<file path="config.mk">
export PLATFORM = sky130hd
export DESIGN_NAME = uart_tx_buffered
export DESIGN_NICKNAME = d
export VERILOG_FILES = /design/src/rtl/uart_pkg.sv /design/src/rtl/uart_tx_fifo.sv /design/src/rtl/uart_tx_buffered.sv
export SDC_FILE = /design/constraint.sdc
export NUM_CORES = 1
export LEC_CHECK = 0
export CAP_MARGIN = 20
export CORE_UTILIZATION = 54
export DETAILED_ROUTE_END_ITERATION = 10
export GPL_ROUTABILITY_DRIVEN = 0
export PLACE_DENSITY = 0.76
export SETUP_SLACK_MARGIN = 0.15
export SKIP_LAST_GASP = 1
export SYNTH_ARGS = -nofsm -noshare
export SYNTH_HDL_FRONTEND = slang
export SYNTH_SLANG_ARGS = --single-unit
</file>
<file path="constraint.sdc">
create_clock -name clk -period 5.6 [get_ports clk]
set_input_delay 1.4 -clock clk [delete_from_list [all_inputs] [get_ports clk]]
set_output_delay 1.4 -clock clk [all_outputs]
set_load 0.1 [all_outputs]
</file>
<file path="src/rtl/uart_pkg.sv">
// Shared UART definitions: frame FSM states and parity type constants.
// Used by the transmitter today and intended for the receiver as well.
package uart_pkg;

    typedef enum logic [2:0] {
        IDLE,
        START,
        DATA,
        PARITY,
        STOP,
        STOP2
    } tx_state_t;

    localparam logic PAR_EVEN = 1'b0;
    localparam logic PAR_ODD  = 1'b1;

endpackage

</file>
<file path="src/rtl/uart_tx_fifo.sv">
// Input FIFO for the UART transmitter, DATA_W x DEPTH, show-ahead read.
// Pointers carry one extra wrap bit so full and empty are told apart by the MSB.
module uart_tx_fifo #(
    parameter int DATA_W = 8,
    parameter int DEPTH  = 4
) (
    input  logic              clk,
    input  logic              rst,
    input  logic              push,
    input  logic [DATA_W-1:0] din,
    input  logic              pop,
    output logic [DATA_W-1:0] dout,
    output logic              full,
    output logic              empty
);

    localparam int AW = $clog2(DEPTH);

    logic [AW:0]       wr_ptr;
    logic [AW:0]       rd_ptr;
    logic [DATA_W-1:0] mem [DEPTH];

    always_ff @(posedge clk) begin
        if (!rst) begin
            wr_ptr <= '0;
            rd_ptr <= '0;
        end else begin
            if (push && !full)
                wr_ptr <= wr_ptr + (AW+1)'(1);
            if (pop && !empty)
                rd_ptr <= rd_ptr + (AW+1)'(1);
        end
    end

    always_ff @(posedge clk) begin
        if (push && !full)
            mem[wr_ptr[AW-1:0]] <= din;
    end

    assign dout  = mem[rd_ptr[AW-1:0]];
    assign empty = (wr_ptr == rd_ptr);
    assign full  = (wr_ptr[AW] != rd_ptr[AW]) && (wr_ptr[AW-1:0] == rd_ptr[AW-1:0]);

endmodule

</file>
<file path="src/rtl/uart_tx_buffered.sv">
// Buffered UART transmitter: input FIFO, baud prescaler, optional parity and 2 stop bits.
// Frame settings are captured when a word is popped and held for that whole frame.
module uart_tx_buffered
    import uart_pkg::*;
#(
    parameter int DATA_W  = 8,
    parameter int DEPTH   = 4,
    parameter int PRESC_W = 16
) (
    input  logic               clk,
    input  logic               rst,
    input  logic [DATA_W-1:0]  P_DATA,
    input  logic               Data_Valid,
    output logic               Data_Ready,
    input  logic               Par_EN,
    input  logic               Par_TYP,
    input  logic               Stop2,
    input  logic [PRESC_W-1:0] Prescale,
    output logic               Tx_out,
    output logic               busy
);

    localparam int BIT_W = $clog2(DATA_W);

    tx_state_t          state;
    tx_state_t          state_next;
    logic               fifo_full;
    logic               fifo_empty;
    logic               push;
    logic               pop;
    logic               bit_done;
    logic               advance;
    logic               last_bit;
    logic               tx_d;
    logic [DATA_W-1:0]  fifo_dout;
    logic [DATA_W-1:0]  shift_q;
    logic [PRESC_W-1:0] baud_cnt;
    logic [PRESC_W-1:0] presc_m1_q;
    logic [PRESC_W-1:0] presc_m1_in;
    logic [BIT_W-1:0]   bit_cnt;
    logic               par_en_q;
    logic               stop2_q;
    logic               par_q;

    uart_tx_fifo #(
        .DATA_W (DATA_W),
        .DEPTH  (DEPTH)
    ) u_fifo (
        .clk   (clk),
        .rst   (rst),
        .push  (push),
        .din   (P_DATA),
        .pop   (pop),
        .dout  (fifo_dout),
        .full  (fifo_full),
        .empty (fifo_empty)
    );

    assign Data_Ready  = ~fifo_full;
    assign push        = Data_Valid & ~fifo_full;
    assign busy        = (state != IDLE) | ~fifo_empty;
    assign bit_done    = (baud_cnt == '0);
    assign last_bit    = (bit_cnt == BIT_W'(DATA_W - 1));
    assign advance     = (state == IDLE) ? ~fifo_empty : bit_done;
    // Every entry into START (from IDLE or back-to-back from a stop bit) consumes a word.
    assign pop         = (state_next == START) && (state != START);
    assign presc_m1_in = (Prescale == '0) ? '0 : Prescale - PRESC_W'(1);

    always_ff @(posedge clk) begin
        if (!rst)
            state <= IDLE;
        else
            state <= state_next;
    end

    always_comb begin
        state_next = state;
        case (state)
            IDLE:    if (!fifo_empty) state_next = START;
            START:   if (bit_done) state_next = DATA;
            DATA:    if (bit_done && last_bit) state_next = par_en_q ? PARITY : STOP;
            PARITY:  if (bit_done) state_next = STOP;
            STOP:    if (bit_done) state_next = stop2_q ? STOP2 : (fifo_empty ? IDLE : START);
            STOP2:   if (bit_done) state_next = fifo_empty ? IDLE : START;
            default: state_next = IDLE;
        endcase
    end

    // Line level for the bit being entered; the shift register moves one step per data bit.
    always_comb begin
        tx_d = 1'b1;
        case (state_next)
            START:   tx_d = 1'b0;
            DATA:    tx_d = (state == DATA) ? shift_q[1] : shift_q[0];
            PARITY:  tx_d = par_q;
            default: tx_d = 1'b1;
        endcase
    end

    always_ff @(posedge clk) begin
        if (!rst) begin
            Tx_out     <= 1'b1;
            baud_cnt   <= '0;
            bit_cnt    <= '0;
            shift_q    <= '0;
            par_q      <= 1'b0;
            par_en_q   <= 1'b0;
            stop2_q    <= 1'b0;
            presc_m1_q <= '0;
        end else if (pop) begin
            Tx_out     <= tx_d;
            shift_q    <= fifo_dout;
            par_q      <= (Par_TYP == PAR_ODD) ? ~^fifo_dout : ^fifo_dout;
            par_en_q   <= Par_EN;
            stop2_q    <= Stop2;
            presc_m1_q <= presc_m1_in;
            baud_cnt   <= presc_m1_in;
            bit_cnt    <= '0;
        end else if (advance) begin
            Tx_out   <= tx_d;
            baud_cnt <= presc_m1_q;
            if (state == DATA) begin
                shift_q <= shift_q >> 1;
                bit_cnt <= bit_cnt + BIT_W'(1);
            end
        end else if (state != IDLE) begin
            baud_cnt <= baud_cnt - PRESC_W'(1);
        end
    end

endmodule
</file>
Word level (Yosys, flattened, before mapping)
Memories as Yosys holds them, arrays and structs flattened. A register that Yosys moved wholly into a read port is not among the register bits.
Cells that the tools add are included.
{"block": "word_totals", "ff_bits": 56, "latch_bits": 0, "ramBits": 32, "romBits": 0, "inputBits": 30, "output_inout_bits": 3, "elab_cells": 81, "memories": 1}
{"memory": "u_fifo.mem", "words": 4, "word_bits": 8, "rd": 1, "rd_clocked_by_memory_dff": 1, "write_ports": 1, "line_no": "uart_tx_fifo.sv:21", "source": "logic [DATA_W-1:0] mem [DEPTH];"}
{"block": "classes", "n_addsub": 5, "mul": 0, "div": 0, "n_lt_le_gt_ge": 0, "eq_ne": 13, "shifts": 0, "n_mux": 27, "bitwise_logic": 5, "reduce_logical": 19}
{"operator": "16-bit 2-to-1 mux", "count": 4}
{"operator": "16-bit logical NOT", "count": 2}
{"operator": "16-bit by 1-bit subtractor with 16-bit output, second input constant", "count": 2}
{"operator": "3-bit 2-to-1 mux", "count": 8}
{"operator": "8-bit 2-to-1 mux", "count": 3}
{"operator": "3-bit one-hot mux with 6 select lines", "count": 1}
{"operator": "3-bit by 2-bit equality test with 1-bit output, second input constant", "count": 4}
{"operator": "3-bit by 1-bit adder with 3-bit output, second input constant", "count": 3}
{"operator": "3-bit equality test, second input constant", "count": 3}
{"operator": "1-bit 2-to-1 mux", "count": 8}
{"operator": "8-bit XNOR reduction", "count": 1}
{"operator": "8-bit parity", "count": 1}
{"operator": "3-bit by 1-bit equality test with 1-bit output, second input constant", "count": 2}
{"operator": "3-bit nonzero test", "count": 2}
{"operator": "1-bit logical AND", "count": 5}
{"operator": "2-bit 2-to-1 mux", "count": 2}
{"operator": "2-bit AND reduction", "count": 2}
{"operator": "2-bit nonzero test", "count": 2}
{"operator": "3-bit equality test", "count": 1}
{"operator": "3-bit logical NOT", "count": 1}
{"operator": "3-bit by 1-bit != test with 1-bit output, second input constant", "count": 1}
{"operator": "1-bit inverter", "count": 3}
{"operator": "1-bit one-hot mux with 3 select lines", "count": 1}
{"operator": "2-bit equality test", "count": 1}
{"operator": "5 further kinds", "count": 6}

Logic depth before layout (Yosys ltp)
Gate-level depths: netlist (run 1).
{"block": "logic_depth", "word_depth": 10, "depth_mapped": 11, "ltp_nobuf": 9}

By module
Synthesis (run 1) repeated with hierarchy kept, for this count alone.
{"block": "hier_totals", "hier_cells": 483, "area_unflattened_um2": 4724.5}
{"module": "uart_tx_buffered", "instances": 1, "cells_per_inst": 373, "area_per_inst_um2": 3000.4, "seq_area_each_um2": 1001.0}
{"module": "uart_tx_fifo", "instances": 1, "cells_per_inst": 110, "area_per_inst_um2": 1724.2, "seq_area_each_um2": 1121.1}

Worst setup path before layout (run 1)
OpenSTA, ideal clock, no wires.
{"block": "synth_path", "path_kind": "reg-to-output", "startpoint": "register state[1]", "endpoint": "output busy", "t_arrival_ns": 2.071, "t_required_ns": 4.200, "slack_ns": 2.129, "stages_incl_launch_ff": 6, "path_buffers": 2, "cell_sequence": "dfxtp_1 -> clkbuf_1 -> nor3_1 -> and2_1 -> clkinv_1 -> clkbuf_1"}
{"block": "synth_between", "elab_chain_cells": 2}
{"element": "start, declared", "line_no": "uart_tx_buffered.sv:25", "source": "tx_state_t state;"}
{"element": "start signal, assigned", "line_no": "uart_tx_buffered.sv:73", "source": "state <= state_next;"}
{"element": "3-bit nonzero test", "line_no": "uart_tx_buffered.sv:61", "source": "assign busy = (state != IDLE) | ~fifo_empty;"}
{"element": "1-bit bitwise OR", "line_no": "uart_tx_buffered.sv:61"}
{"element": "end, declared", "line_no": "uart_tx_buffered.sv:20", "source": "output logic busy"}
Every way passes these cells.

Worst setup path after layout (run 1)
Same ends and word-level chain as after synthesis.

==> parameters.txt, run 1 <==
Parameter                              Value

Outcome
  Result of the run    finished, final reports clean

Finish
  Leading cell type in the layout, fill and taps excluded    dfxtp_1
  Commonest cells after routing, fill and taps aside    dfxtp_1, nor2_1, nand2_1
  Layout-stage area growth over the synthesis result    12.0%
  Net total in the final layout    522
  Diodes inserted    0
  Proportion of layout cells with a drive suffix above 1    9.43%

Pwr
  Pwr Density    539 mW/mm^2
  Static power due to leakage    1.92 nW
  VDD IR max    0.000287 V

Worst setup path
  Startpoint kind of the worst setup timing path    flop
  Source of the critical timing path    state[1]
  R2r startpoint    baud_cnt[0]
  Sort of element at the end of the critical path    output port
  End point of the critical path    busy
  Largest fanout on the critical path    13
  Length in cells of the worst reg-to-reg path    10
  Reg2Reg Setup Slack    2.05 ns
  Critical R2R Capture    baud_cnt[12]
  Type of the setup path with the least slack    flop to output port
  Required @ worst endpoint    4.20 ns
  WP data arrival    3.13 ns

CTS
  Number of buffers on the longest clock path    2
  Count of cells resized by post-cts repair    0
  Total clock sinks    90
  Clock transition at the registers of the reported paths    0.09 ns
  Number of clock buffers inserted by TritonCTS    9
  Number of buffers inserted by post-CTS setup repair    0
  Clk_lat worst skew    0.36 ns
  Maximum level of the CTS H-tree    3
  Clk Tree Root Cell    clkbuf_8
  TritonCTS clock tree    done
  Post-CTS Hold Buffers    0

Synthesis
  Cells after synthesis    460
  Sequential share of the synthesized area    46.0%
  Post-Syn Area    0.00461 sq mm
  Proportion of synthesized flip-flops having asynchronous set or reset    0%
  Syn nets    499
  Count of unique library cells instantiated by Yosys    57
  Post-synth EDFFs    32
  Synthesized flop and latch total    90
  Prevailing post-synth register cell    dfxtp_1
  Average instance area after synthesis    10.0 sq um
  Synth Warn #    0

Worst hold path
  Worst Hold Class    flop to flop

GRT
  Largest net degree at the start of global routing    51
  Aggregate global-route resource usage    22.2%
  Global route total overflow    0
  Vias in the first global route    3,110
  Global-route wire length before repair    15,000 um
  Initial antenna violation count    0

Timing
  Slew at the pin closest to its max-slew limit    0.980 ns
  Setup repair after global routing missed its margin    no
  Final worst setup slack    1.07 ns
  Final count of hold timing violations    0
  Relative max-transition margin    34.5%
  Final setup vio count    0
  Worst hold margin    0.462 ns
  Post-route fraction of the period consumed by the critical path    80.9%
  Final critical delay including setup and external delays    4.53 ns
  Summed negative setup slack over all endpoints    0 ns
  Maximum frequency from static timing analysis    221 MHz
  Max Slew Vio Count    0
  Clk_skew    0.0147 ns

Routing
  Avg WL per Cell    15.0 um
  DRT iter0 DRCs    205
  Number of detailed-routing iterations run before antenna repair    4
  Number of nets with antenna violations after detailed routing    0
  Total detailed-routing wirelength    8890 um
  Detailed-route DRC error count    0
  Via-to-Cell Ratio    5.66
  Vias after detailed routing    3,356

Die
  Chip height    94.4 um
  Total core area    0.00826 sq mm
  Std cell rows    33
  Die ar.    0.00891 sq mm
  Starting Density    55.8%
  Horizontal die dimension    94.4 um
  Top-Level Pins    33

Placement
  Setup slack at placement    1.47 ns
  Number of I/O port buffers    32
  Placed wire-length estimate    6220 um

Job
  Max Cap Violations    0
-- worst max-delay path: stages, from the launching register on --
cell	delay (ns)
dfxtp_1	0.42
nor3_1	0.58
and2_1	0.60
clkinv_1	0.18
clkdlybuf4s50_1	1.00
-- registers in the layout, summed over array words and instances (netlist names), named ones only --
signal,cells
shift_q,8
par_en_q,1
u_fifo.wr_ptr,3
presc_m1_q,16
u_fifo.rd_ptr,3
stop2_q,1
baud_cnt,16
Tx_out,1
par_q,1
state,3
u_fifo.mem,32
bit_cnt,3
-- through the flow --
step	power (mW)	std cells	utilization (%)	cell area, sq um
after floorplan	2.13	460	-	4610
after global placement	2.32	577	60.2	4970
after detailed placement	2.36	577	60.2	4970
after CTS	2.80	593	62.6	5170
after global routing	3.00	593	62.6	5170
final	2.79	593	62.6	5170
-- layer usage --
| layer | share of wire [%] | track usage (%) |
|---|---|---|
| met5 | 0 | 0 |
| met4 | 0.92 | 6.67 |
| met3 | 4.2 | 4.59 |
| met2 | 46 | 34.5 |
| met1 | 49 | 31.2 |
-- cell usage after synthesis, types with 2 or more instances --
library cell,number,share of area (%)
edfxtp_1,32,21
o31ai_1,2,0.33
nor4_4,2,0.92
inv_1,11,0.90
or4_1,3,0.49
mux2i_1,16,3.5
a311oi_1,2,0.38
a211oi_1,7,1.1
ha_1,9,2.4
nor3_1,16,1.7
nand2b_1,9,1.2
nor2b_1,6,0.81
dfxtp_1,58,25
buf_6,4,0.98
nor4_1,2,0.27
a21oi_1,32,3.5
nand2_1,40,3.3
mux4_2,8,3.9
buf_2,3,0.33
and2_1,4,0.54
a211o_1,3,0.57
a31oi_1,4,0.54
nor2_1,49,4.0
or3_4,7,1.7
xor2_1,16,3.0
and3_1,8,1.1
nand3_1,3,0.33
o211ai_1,3,0.49
o221ai_1,2,0.38
or3_1,5,0.68
xnor2_1,22,4.2
nand3b_1,2,0.33
nor3b_1,4,0.65
clkbuf_1,16,1.3
o21ai_0,28,3.0
-- worst min path at each step --
stage	from	end	slack, ns	cells past startpoint
2_1_floorplan	presc_m1_q[14]	presc_m1_q[14]	0.43	2
3_3_place_gp	presc_m1_q[8]	presc_m1_q[8]	0.44	2
3_5_place_dp	presc_m1_q[8]	presc_m1_q[8]	0.45	2
4_1_cts	presc_m1_q[8]	presc_m1_q[8]	0.46	2
5_1_grt	presc_m1_q[13]	presc_m1_q[13]	0.47	2
6_report	presc_m1_q[8]	presc_m1_q[8]	0.46	2
-- where the power goes --
group | switching [mW] | total, mW | internal, mW | leakage, nW
Combinational | 0.819 | 1.40 | 0.577 | 1.05
Sequential | 0.126 | 0.953 | 0.826 | 0.770
Clock | 0.259 | 0.437 | 0.178 | 0.103
Total | 1.20 | 2.79 | 1.58 | 1.92
-- cells by family after synthesis --
group / Yosys count / share of synthesized area, %
compound gates: 97 / 13.7
mux: 24 / 7.38
flops: 90 / 46.0
buf+inv: 37 / 3.83
simple gates: 165 / 19.4
fa+ha+maj: 9 / 2.44
xor+xnor: 38 / 7.22
-- area by class of cell --
cell class	instances	area [sq um]
inverters	12	45.0
well taps	105	131
clock buffers	9	124
clock inverters	7	73.8
repair buffers	37	358
fillers	679	3090
flip-flops and latches	90	2120
multi-input cells	333	2310
(Power assumes the default switching activity.)
==> inputs of run 2 (changes only) <==
CORE_UTILIZATION = 53   (was 54)
PLACE_DENSITY = 0.78   (was 0.76)
clock period = 3.7 ns   (was 5.6 ns; I/O delays follow)
==> run 2 against run 1 <==
Net effect:
- setup slack got worse by 0.49 ns
- combinational power grew 59%
- final cell count grew 0.51%
- count of clock-buffer cells in the layout stayed put
- critical path depth is 6 higher
- utilization increased by 0.081 points
- clock skew is 0.0048 ns lower
- sequential share of layout area decreased by 0.26 points
- design area is 0.63% higher
- largest power group unchanged
==> parameters.txt, run 2 (synthesis gave the netlist of run 1 again) <==
Parameter                              Value

Outcome
  Result of the run    finished, final reports clean (unchanged)

Finish
  Leading cell type in the layout, fill and taps excluded    dfxtp_1 (unchanged)
  Max FFs per register    32 (unchanged)
  Layout-stage area growth over the synthesis result    12.8% (was 12.0%)
  Diodes inserted    0 (unchanged)
  Final cell utilization of the core    62.6% (about the same)
  Commonest cells after routing, fill and taps aside    dfxtp_1, nor2_1, nand2_1 (unchanged)
  Net total in the final layout    525 (was 522)
  Proportion of layout cells with a drive suffix above 1    10.4% (was 9.43%)
  Fill count    653 (was 679)

Die
  Die ar.    0.00908 sq mm (was 0.00891 sq mm)
  Starting Density    55.6% (was 55.8%)
  Std cell rows    33 (unchanged)
  Chip height    95.3 um (was 94.4 um)
  Top-Level Pins    33 (unchanged)
  Horizontal die dimension    95.3 um (was 94.4 um)
  Total core area    0.00830 sq mm (was 0.00826 sq mm)

Timing
  Summed negative setup slack over all endpoints    0 ns (unchanged)
  Final worst setup slack    0.581 ns (was 1.07 ns)
  Max Slew Vio Count    0 (unchanged)
  Final critical delay including setup and external delays    3.12 ns
  Worst hold margin    0.461 ns (was 0.462 ns)
  Final count of hold timing violations    0 (unchanged)
  Relative max-transition margin    35.8% (was 34.5%)
  Setup repair after global routing missed its margin    no (unchanged)
  Maximum frequency from static timing analysis    321 MHz
  Clk_skew    0.00994 ns (was 0.0147 ns)
  Post-route fraction of the period consumed by the critical path    84.3%
  Final setup vio count    0 (unchanged)
  Slew at the pin closest to its max-slew limit    0.960 ns (was 0.980 ns)

GRT
  Vias in the first global route    3,349 (was 3,110)
  Global route total overflow    0 (unchanged)
  Met3 track demand over resource in global routing    2.95% (was 4.59%)
  Initial antenna violation count    0 (unchanged)
  M2 GR Usage    36.4% (was 34.5%)
  Aggregate global-route resource usage    22.9% (was 22.2%)
  Met1 GRT Util    31.4% (was 31.2%)
  Largest net degree at the start of global routing    48 (was 51)
  Most Used Layer, Global Route    met2 (unchanged)
  Global-route wire length before repair    15,800 um (was 15,000 um)

CTS
  Number of clock buffers inserted by TritonCTS    9 (unchanged)
  Clk Tree Root Cell    clkbuf_8 (unchanged)
  Count of cells resized by post-cts repair    0 (unchanged)
  Clock transition at the registers of the reported paths    0.09 ns (about the same)
  Clk_lat worst skew    0.37 ns (was 0.36 ns)
  Post-CTS Hold Buffers    0 (unchanged)
  Maximum level of the CTS H-tree    3 (unchanged)
  Total clock sinks    90 (unchanged)
  Number of buffers on the longest clock path    2 (unchanged)
  Number of buffers inserted by post-CTS setup repair    0 (unchanged)
  TritonCTS clock tree    done (unchanged)

Worst setup path
  R2r startpoint    baud_cnt[0] (unchanged)
  Type of the setup path with the least slack    flop to flop (was flop to output port)
  Source of the critical timing path    baud_cnt[0] (was state[1])
  WP data arrival    3.40 ns (was 3.13 ns)
  Startpoint kind of the worst setup timing path    flop (unchanged)
  Largest fanout on the critical path    47 (was 13)
  Reg2Reg Setup Slack    0.58 ns (was 2.05 ns)
  Sort of element at the end of the critical path    flop (was output port)
  Required @ worst endpoint    3.98 ns (was 4.20 ns)

Pwr
  PnR Total Power    4.35 mW (was 2.79 mW)
  Net switching component of the power    1.89 mW (was 1.20 mW)
  VDD IR max    0.000636 V (was 0.000287 V)
  Fraction of power spent switching nets    43.5% (was 43.2%)
  Pwr Density    836 mW/mm^2 (was 539 mW/mm^2)
  Proportion of power drawn by combinational gates    51.4% (was 50.1%)
  Sequential cell fraction of total power    33.3% (was 34.2%)
  Static power due to leakage    1.94 nW (was 1.92 nW)
  Clock Power Share    15.3% (was 15.7%)
  Int Power    2.46 mW (was 1.58 mW)

Placement
  Number of I/O port buffers    32 (unchanged)
  Placed wire-length estimate    6480 um (was 6220 um)
  Setup slack at placement    0.473 ns (was 1.47 ns)

Worst hold path
  Launch point of the worst hold path    presc_m1_q[8] (unchanged)
  Worst Hold Class    flop to flop (unchanged)

Routing
  Number of detailed-routing iterations run before antenna repair    5 (was 4)
  Via-to-Cell Ratio    5.82 (was 5.66)
  Avg WL per Cell    15.8 um (was 15.0 um)
  Detailed-route DRC error count    0 (unchanged)
  Number of nets with antenna violations after detailed routing    0 (unchanged)
  Total detailed-routing wirelength    9410 um (was 8890 um)
  Vias after detailed routing    3,467 (was 3,356)
  DRT iter0 DRCs    234 (was 205)

Job
  Max Cap Violations    0 (unchanged)
[run 2: cell count changes in the layout (fill, tap and decap cells not counted)]
cell,change
inv_6,+1
clkdlybuf4s50_1,-2
inv_8,-2
buf_4,+4
buf_12,+1
clkinv_8,+1
[run 2: worst max-delay path, cell delays in order, from the launching register on]
cell	delay, ns
dfxtp_1	0.37
inv_1	0.07
ha_1	0.30
nor3b_1	0.38
nand4_4	0.31
a2111oi_4	0.42
and3_4	0.25
o21ai_4	0.07
buf_12	0.20
or3_1	0.41
a221oi_2	0.23
[run 2: path summary, 6_finish.rpt]
| check | endpoint | cells after the start |
|---|---|---|
| min | presc_m1_q[8] | 2 |
| max | baud_cnt[1] | 10 |
| min reg2reg | presc_m1_q[8] | 2 |
| max reg2reg | baud_cnt[1] | 10 |
[run 2: layout make-up]
cell class	instances	area, sq um	share of cell area [%]
clock buffer	9	124	2.38
clock inverter	7	76.3	1.47
inverter	12	45.0	0.866
multi-input combinational	333	2310	44.5
sequential	90	2120	40.8
tap	105	131	2.53
timing repair buffer	40	388	7.46
[run 2: power by group through the flow]
stage / Combinational [mW] / Sequential [mW] / Clock [mW]
4_1_cts: 2.22 / 1.45 / 0.673
3_3_place_gp: 2.13 / 1.46 / 0
5_1_grt: 2.43 / 1.48 / 0.720
6_report: 2.23 / 1.45 / 0.664
3_5_place_dp: 2.19 / 1.47 / 0
2_1_floorplan: 1.81 / 1.41 / 0
[run 2: stage by stage]
step	instances	instance area (sq um)
6_report	596	5200
4_1_cts	596	5200
2_1_floorplan	460	4610
3_3_place_gp	580	5000
3_5_place_dp	580	5000
5_1_grt	596	5200
[run 2: metal layers]
metal / vias up / wire, um / share of wire [%]
met5: - / 0 / 0
met4: 0 / 177 / 1.9
met3: 18 / 440 / 4.7
met2: 91 / 4470 / 48
met1: 1650 / 4320 / 46
li1: 1708 / - / -
==> inputs of run 3 (changes only) <==
CORE_UTILIZATION = 54   (was 53)
PLACE_DENSITY = 0.76   (was 0.78)
clock period = 3.1 ns   (was 3.7 ns; I/O delays follow)
==> run 3 against run 2 <==
Net effect:
- sequential share of layout area decreased by 0.78 points
- flip-flop and latch count unchanged
- worst hold slack improved by 0.00071 ns
- clock skew is 0.0021 ns higher
- critical path type unchanged
- largest cell class unchanged
==> parameters.txt, run 3 (synthesis gave the netlist of run 1 again) <==
Parameter                              Value

Finish
  Final cell utilization of the core    64.2% (was 62.6%)
  Diodes inserted    0 (unchanged)
  Net total in the final layout    534 (was 525)
  Commonest cells after routing, fill and taps aside    dfxtp_1, nor2_1, nand2_1 (unchanged)
  Leading cell type in the layout, fill and taps excluded    dfxtp_1 (unchanged)
  Max FFs per register    32 (unchanged)
  Layout-stage area growth over the synthesis result    15.0% (was 12.8%)
  Proportion of layout cells with a drive suffix above 1    12.4% (was 10.4%)

Die
  Horizontal die dimension    94.4 um (was 95.3 um)
  Chip height    94.4 um (was 95.3 um)
  Die ar.    0.00891 sq mm (was 0.00908 sq mm)
  Starting Density    55.8% (was 55.6%)
  Std cell rows    33 (unchanged)
  Top-Level Pins    33 (unchanged)
  Total core area    0.00826 sq mm (was 0.00830 sq mm)

Routing
  Avg WL per Cell    15.4 um (was 15.8 um)
  Via-to-Cell Ratio    5.75 (was 5.82)
  DRT iter0 DRCs    189 (was 234)
  Vias after detailed routing    3,477 (was 3,467)
  Number of nets with antenna violations after detailed routing    0 (unchanged)
  Number of detailed-routing iterations run before antenna repair    5 (unchanged)
  Detailed-route DRC error count    0 (unchanged)
  Total detailed-routing wirelength    9300 um (was 9410 um)

CTS
  Total clock sinks    90 (unchanged)
  Maximum level of the CTS H-tree    3 (unchanged)
  Clk_lat worst skew    0.37 ns (about the same)
  Clock transition at the registers of the reported paths    0.10 ns (was 0.09 ns)
  Number of clock buffers inserted by TritonCTS    9 (unchanged)
  Clk Tree Root Cell    clkbuf_8 (unchanged)
  Number of buffers inserted by post-CTS setup repair    0 (unchanged)
  Post-CTS Hold Buffers    0 (unchanged)
  Count of cells resized by post-cts repair    0 (unchanged)
  TritonCTS clock tree    done (unchanged)
  Number of buffers on the longest clock path    2 (unchanged)

Worst setup path
  Required @ worst endpoint    3.38 ns (was 3.98 ns)
  Largest fanout on the critical path    47 (unchanged)
  Startpoint kind of the worst setup timing path    flop (unchanged)
  Sort of element at the end of the critical path    flop (unchanged)
  Type of the setup path with the least slack    flop to flop (unchanged)
  WP data arrival    3.03 ns (was 3.40 ns)

Outcome
  Result of the run    finished, final reports clean (unchanged)

GRT
  Largest net degree at the start of global routing    48 (unchanged)
  Initial antenna violation count    0 (unchanged)
  Aggregate global-route resource usage    22.9% (about the same)
  Vias in the first global route    3,333 (was 3,349)
  Global route total overflow    0 (unchanged)
  Global-route wire length before repair    15,600 um (was 15,800 um)

Timing
  Setup repair after global routing missed its margin    no (unchanged)
  Relative max-transition margin    46.2% (was 35.8%)
  Max Slew Vio Count    0 (unchanged)
  Final critical delay including setup and external delays    2.75 ns (was 3.12 ns)
  Post-route fraction of the period consumed by the critical path    88.6% (was 84.3%)
  Final count of hold timing violations    0 (unchanged)
  Slew at the pin closest to its max-slew limit    0.805 ns (was 0.960 ns)
  Clk_skew    0.0121 ns (was 0.00994 ns)
  Worst hold margin    0.461 ns (about the same)
  Final setup vio count    0 (unchanged)
  Summed negative setup slack over all endpoints    0 ns (unchanged)
  Maximum frequency from static timing analysis    364 MHz (was 321 MHz)

Placement
  Number of I/O port buffers    32 (unchanged)
  Placed wire-length estimate    6740 um (was 6480 um)

Job
  Max Cap Violations    0 (unchanged)

Pwr
  Static power due to leakage    1.99 nW (was 1.94 nW)
  Pwr Density    983 mW/mm^2 (was 836 mW/mm^2)
  VDD IR max    0.000524 V (was 0.000636 V)

Worst hold path
  Worst Hold Class    flop to flop (unchanged)
==> run 3: per-stage QoR <==
stage          area (sq um)  worst slack [ns]  total power [mW]  instances
5_1_grt                5300             0.172              5.58        605
6_report               5300             0.352              5.21        605
2_1_floorplan          4610             0.254              3.85        460
4_1_cts                5290             0.264              5.21        605
3_3_place_gp           5080             0.170              4.33        589
3_5_place_dp           5080             0.121              4.41        589
==> run 3: worst max-delay path, cell delays in order, from the launching register on <==
cell and delay, ns:
dfxtp_1 0.38, nor4_4 0.47, nand4_4 0.25, a2111oi_4 0.39, and3_4 0.25, o21ai_4 0.07, buf_12 0.20, or3_1 0.40
a311oi_1 0.23
==> run 3: area by class of cell <==
type	count	area (sq um)
Inverter	12	45.0
Timing Repair Buffer	49	465
Fill cell	669	2960
Sequential cell	90	2120
Clock inverter	7	86.3
Clock buffer	9	124
Multi-Input combinational cell	333	2330
Tap cell	105	131
==> run 3: power by group <==
group	internal [mW]	total, mW	switching [mW]
clock	0.322	0.801	0.479
sequential	1.49	1.72	0.232
combinational	1.17	2.68	1.52
total	2.98	5.21	2.23
==> run 3: metal layers <==
layer | global-route usage, % | part of all wire (%) | vias up | wire (um)
met5 | 0 | 0 | - | 0
met4 | 8.72 | 1.9 | 0 | 181
met3 | 5.07 | 4.3 | 19 | 399
met2 | 36.1 | 47 | 77 | 4400
met1 | 30.8 | 46 | 1655 | 4320
li1 | - | - | 1726 | -
==> run 3: final timing paths <==
check | endpoint | depth (start not counted) | slack [ns] | startpoint
setup / recovery | baud_cnt[0] | 8 | 0.35 | baud_cnt[2]
setup reg to reg | baud_cnt[0] | 8 | 0.35 | baud_cnt[2]
hold / removal | presc_m1_q[15] | 2 | 0.46 | presc_m1_q[15]
hold reg to reg | presc_m1_q[15] | 2 | 0.46 | presc_m1_q[15]
